`config.mk`:
```
export PLATFORM = sky130hd
export DESIGN_NAME = dpm_port_arbiter
export DESIGN_NICKNAME = d
export VERILOG_FILES = /design/src/rtl/dpm_arb_pkg.sv /design/src/rtl/dpm_rr_picker.sv /design/src/rtl/dpm_port_arbiter.sv
export SDC_FILE = /design/constraint.sdc
export NUM_CORES = 1
export LEC_CHECK = 0
export ABC_CLOCK_PERIOD_IN_PS = 7670
export CAP_MARGIN = 20
export CORE_UTILIZATION = 40
export DETAILED_ROUTE_END_ITERATION = 8
export PLACE_DENSITY_LB_ADDON = 0.2
export SYNTH_ARGS = -nofsm -noshare
export SYNTH_HDL_FRONTEND = slang
export SYNTH_HIERARCHICAL = 1
export SYNTH_SLANG_ARGS = --single-unit
```
`constraint.sdc`:
```
create_clock -name clk -period 7.67 [get_ports clk]
set_input_delay 1.534 -clock clk [delete_from_list [all_inputs] [get_ports clk]]
set_output_delay 1.534 -clock clk [all_outputs]
set_load 0.02 [all_outputs]
```
`src/rtl/dpm_arb_pkg.sv`:
```
// Shared definitions for the double-port memory arbiter: port ids, grant record
// layout and the round-robin successor helper.
package dpm_arb_pkg;

  localparam int unsigned PORT_A = 0;
  localparam int unsigned PORT_B = 1;
  localparam int unsigned NPORT  = 2;

  // Record fields are sized for the largest supported configuration (NREQ<=8).
  localparam int unsigned GR_IDW = 3;
  localparam int unsigned GR_AW  = 32;

  typedef struct packed {
    logic              valid;
    logic [GR_IDW-1:0] id;
    logic [GR_AW-1:0]  addr;
  } grant_t;

  function automatic int unsigned rr_next(input int unsigned idx, input int unsigned nreq);
    return (idx + 1) % nreq;
  endfunction

endpackage

```
`src/rtl/dpm_rr_picker.sv`:
```
// Find-first-set over a request mask, scanning upward from a start index and
// wrapping at NREQ.
module dpm_rr_picker
  import dpm_arb_pkg::*;
#(
  parameter int unsigned NREQ = 4,
  parameter int unsigned IDW  = 2
) (
  input  logic [NREQ-1:0] mask,
  input  logic [IDW-1:0]  start,
  output logic            found,
  output logic [IDW-1:0]  idx
);

  logic [IDW-1:0] pos;

  always_comb begin
    found = 1'b0;
    idx   = '0;
    pos   = start;
    for (int unsigned k = 0; k < NREQ; k++) begin
      if (!found && mask[pos]) begin
        found = 1'b1;
        idx   = pos;
      end
      pos = IDW'(rr_next(32'(pos), NREQ));
    end
  end

endmodule

```
`src/rtl/dpm_port_arbiter.sv`:
```
// Round-robin arbiter sharing one double-port memory between NREQ requesters,
// up to one grant per port per cycle, with tagged read responses one cycle later.
module dpm_port_arbiter
  import dpm_arb_pkg::*;
#(
  parameter int unsigned DW   = 8,
  parameter int unsigned AW   = 10,
  parameter int unsigned NREQ = 4,
  parameter int unsigned IDW  = 2
) (
  input  logic              clk,
  input  logic              rst_n,
  input  logic [NREQ-1:0]   req_valid,
  input  logic [NREQ-1:0]   req_we,
  input  logic [NREQ*AW-1:0] req_addr,
  input  logic [NREQ*DW-1:0] req_wdata,
  output logic [NREQ-1:0]   req_ready,
  output logic              rsp_a_valid,
  output logic [IDW-1:0]    rsp_a_id,
  output logic [DW-1:0]     rsp_a_data,
  output logic              rsp_b_valid,
  output logic [IDW-1:0]    rsp_b_id,
  output logic [DW-1:0]     rsp_b_data,
  output logic [AW-1:0]     mem_addr_a,
  output logic              mem_en_a,
  output logic              mem_w_a,
  output logic [DW-1:0]     mem_in_a,
  input  logic [DW-1:0]     mem_out_a,
  output logic [AW-1:0]     mem_addr_b,
  output logic              mem_en_b,
  output logic              mem_w_b,
  output logic [DW-1:0]     mem_in_b,
  input  logic [DW-1:0]     mem_out_b
);

  if (IDW != $clog2(NREQ)) begin : g_bad_idw
    $error("dpm_port_arbiter: IDW must equal clog2(NREQ)");
  end
  if (NREQ < 2 || NREQ > 8) begin : g_bad_nreq
    $error("dpm_port_arbiter: NREQ must be in 2..8");
  end

  logic [AW-1:0]   addr_arr  [NREQ];
  logic [DW-1:0]   wdata_arr [NREQ];

  logic [IDW-1:0]  rr_ptr_q, rr_ptr_d;
  grant_t          last_q [NPORT];
  grant_t          last_d [NPORT];

  logic [NREQ-1:0] mask_a, mask_b;
  logic            a_found, b_found;
  logic [IDW-1:0]  a_idx, b_idx, b_start;
  logic [AW-1:0]   a_addr;
  logic            a_we;

  for (genvar i = 0; i < NREQ; i++) begin : g_unpack
    assign addr_arr[i]  = req_addr[i*AW +: AW];
    assign wdata_arr[i] = req_wdata[i*DW +: DW];
  end

  // No grants while reset is asserted, so the memory sees an idle bus.
  assign mask_a  = rst_n ? req_valid : '0;
  assign a_addr  = addr_arr[a_idx];
  assign a_we    = req_we[a_idx];
  assign b_start = IDW'(rr_next(32'(a_idx), NREQ));

  // Port B only takes reads that cannot collide with port A's address.
  for (genvar i = 0; i < NREQ; i++) begin : g_mask_b
    assign mask_b[i] = a_found && mask_a[i] && !req_we[i] &&
                       (addr_arr[i] != a_addr) && (IDW'(i) != a_idx);
  end

  dpm_rr_picker #(.NREQ(NREQ), .IDW(IDW)) u_pick_a (
    .mask  (mask_a),
    .start (rr_ptr_q),
    .found (a_found),
    .idx   (a_idx)
  );

  dpm_rr_picker #(.NREQ(NREQ), .IDW(IDW)) u_pick_b (
    .mask  (mask_b),
    .start (b_start),
    .found (b_found),
    .idx   (b_idx)
  );

  // Grant decode, memory drive and next-state for pointer and response records.
  always_comb begin
    rr_ptr_d       = rr_ptr_q;
    last_d[PORT_A] = '0;
    last_d[PORT_B] = '0;
    req_ready      = '0;
    mem_en_a       = 1'b0;
    mem_w_a        = 1'b0;
    mem_addr_a     = '0;
    mem_in_a       = '0;
    mem_en_b       = 1'b0;
    mem_addr_b     = '0;

    if (a_found) begin
      req_ready[a_idx] = 1'b1;
      mem_en_a         = 1'b1;
      mem_w_a          = a_we;
      mem_addr_a       = a_addr;
      mem_in_a         = wdata_arr[a_idx];
      last_d[PORT_A]   = '{valid: !a_we, id: GR_IDW'(a_idx), addr: GR_AW'(a_addr)};
      rr_ptr_d         = IDW'(rr_next(32'(a_idx), NREQ));
    end else if (last_q[PORT_A].valid) begin
      // Keep the memory enabled so last cycle's read data stays on the bus.
      mem_en_a   = 1'b1;
      mem_addr_a = AW'(last_q[PORT_A].addr);
    end

    if (b_found) begin
      req_ready[b_idx] = 1'b1;
      mem_en_b         = 1'b1;
      mem_addr_b       = addr_arr[b_idx];
      last_d[PORT_B]   = '{valid: 1'b1, id: GR_IDW'(b_idx), addr: GR_AW'(addr_arr[b_idx])};
      rr_ptr_d         = IDW'(rr_next(32'(b_idx), NREQ));
    end else if (last_q[PORT_B].valid) begin
      mem_en_b   = 1'b1;
      mem_addr_b = AW'(last_q[PORT_B].addr);
    end
  end

  always_ff @(posedge clk or negedge rst_n) begin
    if (!rst_n) begin
      rr_ptr_q       <= '0;
      last_q[PORT_A] <= '0;
      last_q[PORT_B] <= '0;
    end else begin
      rr_ptr_q       <= rr_ptr_d;
      last_q[PORT_A] <= last_d[PORT_A];
      last_q[PORT_B] <= last_d[PORT_B];
    end
  end

  assign mem_w_b  = 1'b0;
  assign mem_in_b = '0;

  // Memory outputs are only meaningful in the cycle after a read grant.
  assign rsp_a_valid = last_q[PORT_A].valid;
  assign rsp_a_id    = IDW'(last_q[PORT_A].id);
  assign rsp_a_data  = rsp_a_valid ? mem_out_a : '0;
  assign rsp_b_valid = last_q[PORT_B].valid;
  assign rsp_b_id    = IDW'(last_q[PORT_B].id);
  assign rsp_b_data  = rsp_b_valid ? mem_out_b : '0;

endmodule
```
==> impl_metrics.toml <==
[outcome]
status = "finished with violations"
violations = "DRC"

[power]
powerDensity_mw_per_mm2 = 151
power.total_uw = 822
leakagePower_uw = 0.00238
vdd_ir_drop_max_v = 0.0000743

[setup_path]
worstPathArrival_ns = 5.87
end_kind = "output port"
critPathLaunchType = "input pin"
worstPathRequired_ns = 6.14
worst-setup-path-type = "in -> out"
crit_path_max_fanout = 11
rr_endpoint = "last_q[3]"
r2r_cells = 14
r2r_slack_ns = 3.71
regToRegStartpoint = "rr_ptr_q[1]"

[global_routing]
antenna_found_initial = 0
grt_use_total_pct = 23.0
grt_pass1_vias = 3431
grt_pass1_wl_um = 17600
grt_overflow_total = 0
grt_max_degree = 33

[sta]
finalSetupTns_ns = 0
finalHoldViolCount = 0
skew_ns = 0.000987
setup_viol = 0
layout_setup_ws_ns = 0.268
worst_pin_slew_ns = 0.675
period_share_pct = 96.5
max_freq_ghz = 0.135
whs_ns = 0.669
rsz0062_at_grt = "false"
finalMaxSlewViolations = 0
finalCriticalPeriod_ns = 7.40
maxSlewHeadroom_pct = 54.9

[drt]
wl_um = 11000
wire_per_inst_um = 17.4
drc_errors = 18
initialDrtViolationCount = 214
firstDrtPassIters = 7
routed-via-count = 3431
ant_nets = 0
post_drt_via_cell_ratio = 5.42

[clock_network]
clkLatencyLatePin_ns = 0.27
cts_buffers = 3
cts_htree_levels = 1
path_clk_slew_ns = 0.09
tritoncts = "yes"
clockBufferDepth = 2
root_buffer = "clkbuf_8"
cts.sinks = 28

[place]
place_area_mm2 = 0.00529
dp_slack_ns = 0.0132
routabilityCongestion = 0.890
hpwl_um = 8940
io_buffers = 154

[die]
core_mm2 = 0.00881
initial_core_util_pct = 41.7
placementRows = 34
die_area_mm2 = 0.00956
die_height_um = 97.8
die_w_um = 97.8
boundaryPins = 164

[min_path]
min_path_type = "reg -> reg"
worst_hold_path.num_cells = 4
min_from = "rr_ptr_q[0]"
worstHoldEndpoint = "rr_ptr_q[0]"

[cells_and_area]
final_nets = 632
layout-drive-gt1-share_pct = 11.8
diodes = 0
mostFrequentLayoutCells = "144 x clkdlybuf4s50_1, 52 x and2_1, 39 x xnor2_1"
postLayoutCellArea_mm2 = 0.00544
syn2layout_area_growth_pct = 48.3
layout_commonest_cell = "clkdlybuf4s50_1"

[synth]
synth_cell_type_count = 52
syn_avg_cell_area_um2 = 9.41
ys_ff_latch = 28
synth_warnings = 6
synthArstFlopShare_pct = 100
ys_seq_area_share_pct = 19.1
synth_enable_flop_cells = 0
synth_area_mm2 = 0.00367
synthCells = 390
synthFlopType = "dfrtp_1"

[job]
drv_cap = 0
## logic make-up (layout without fill, tap and decap cells)
logic type / count (synthesis) / in the layout / share of synthesized area (%)
buffers and inverters: 64 / 191 / 9.00
other: 1 / 9 / 0.102
flip-flops: 28 / 28 / 19.1
adder cells (fa/ha/maj): 8 / 8 / 2.73
XOR/XNOR: 67 / 67 / 16.0
multiplexers: 46 / 46 / 23.2
AND/OR/NAND/NOR: 112 / 112 / 17.7
AO/OA/AOI/OAI: 64 / 64 / 12.1
## flip-flops by register name, indices dropped and copies added, names as in the netlist
signal,count
last_q,20
rr_ptr_q,2
rsp_a_id,2
rsp_a_valid,1
rsp_b_id,2
rsp_b_valid,1
## cell usage after synthesis (all sizes together), types with 3 or more instances
cell / number / area [um2]
and2: 55 / 345
xnor2: 39 / 342
buf: 30 / 201
dfrtp: 28 / 701
mux4: 28 / 664
xor2: 28 / 245
clkbuf: 24 / 91.3
a21o: 20 / 150
mux2i: 17 / 178
nor2: 13 / 51.3
a21oi: 11 / 55.1
inv: 10 / 37.5
o21ai: 9 / 45.0
ha: 8 / 100
nand3: 7 / 35.0
nand2: 6 / 22.5
nand4: 6 / 37.5
nor3: 5 / 25.0
a22o: 4 / 35.0
a31oi: 4 / 25.0
nor2b: 4 / 25.0
nand2b: 3 / 18.8
nor4: 3 / 18.8
## metal layers
metal	track usage, %	share of wire (%)	vias to the layer above
met5	0	0	-
met4	6.18	1.7	0
met3	1.79	6.4	17
met2	38.2	48	158
met1	32.4	44	1635
li1	-	-	1621
## critical path, stage by stage
cell and delay (ns):
clkdlybuf4s50_1 0.48, and2_1 0.22, nand2b_1 0.11, a21oi_2 0.08, a311oi_4 0.39, buf_12 0.19
mux4_2 0.52, xor2_1 0.18, nor4_1 0.08, a21oi_1 0.28, a21oi_1 0.11, a311oi_2 0.31
buf_4 0.23, buf_4 0.14, mux4_2 0.49, and2_1 0.19, a21o_1 0.15, dlymetal6s2s_1 0.20
## report_power, final
| part | internal (uW) | switching (uW) |
|---|---|---|
| logic | 284 | 261 |
| registers | 171 | 15.7 |
| clock network | 46.0 | 44.1 |
## repair_timing
item | 4_1_cts | 5_1_grt
gates cloned | 0 | 1
buffers inserted | 0 | 2
hold buffers | 0 | 0
setup endpoints to repair | 2 | 10
gates resized for setup | 1 | 17
pin swaps | 0 | 2
## worst max path at each step
| stage | startpoint | endpoint | slack [ns] | cells after the start |
|---|---|---|---|---|
| after floorplan | req_valid[0] | mem_addr_b[2] | 0.60 | 18 |
| after global placement | rst_n | mem_addr_b[9] | 0.07 | 17 |
| after detailed placement | rst_n | mem_addr_b[3] | 0.01 | 17 |
| after CTS | rst_n | mem_addr_b[2] | 0.004 | 17 |
| after global routing | rst_n | mem_addr_b[3] | 0.09 | 18 |
| final | rst_n | mem_addr_b[3] | 0.27 | 18 |
## metrics by stage
step / utilization (%) / instances
floorplan: - / 398
global placement: 60.0 / 626
detailed placement: 60.0 / 626
CTS: 60.7 / 630
global route: 61.8 / 633
finish: 61.8 / 633
## layout make-up
class,instances,area [um2]
clock buffers,4,55.1
repair buffers,177,1780
fillers,752,3360
inverters,10,37.5
flip-flops and latches,28,701
well taps,108,135
multi-input cells,306,2730
Power figures use the tool's default switching activity.
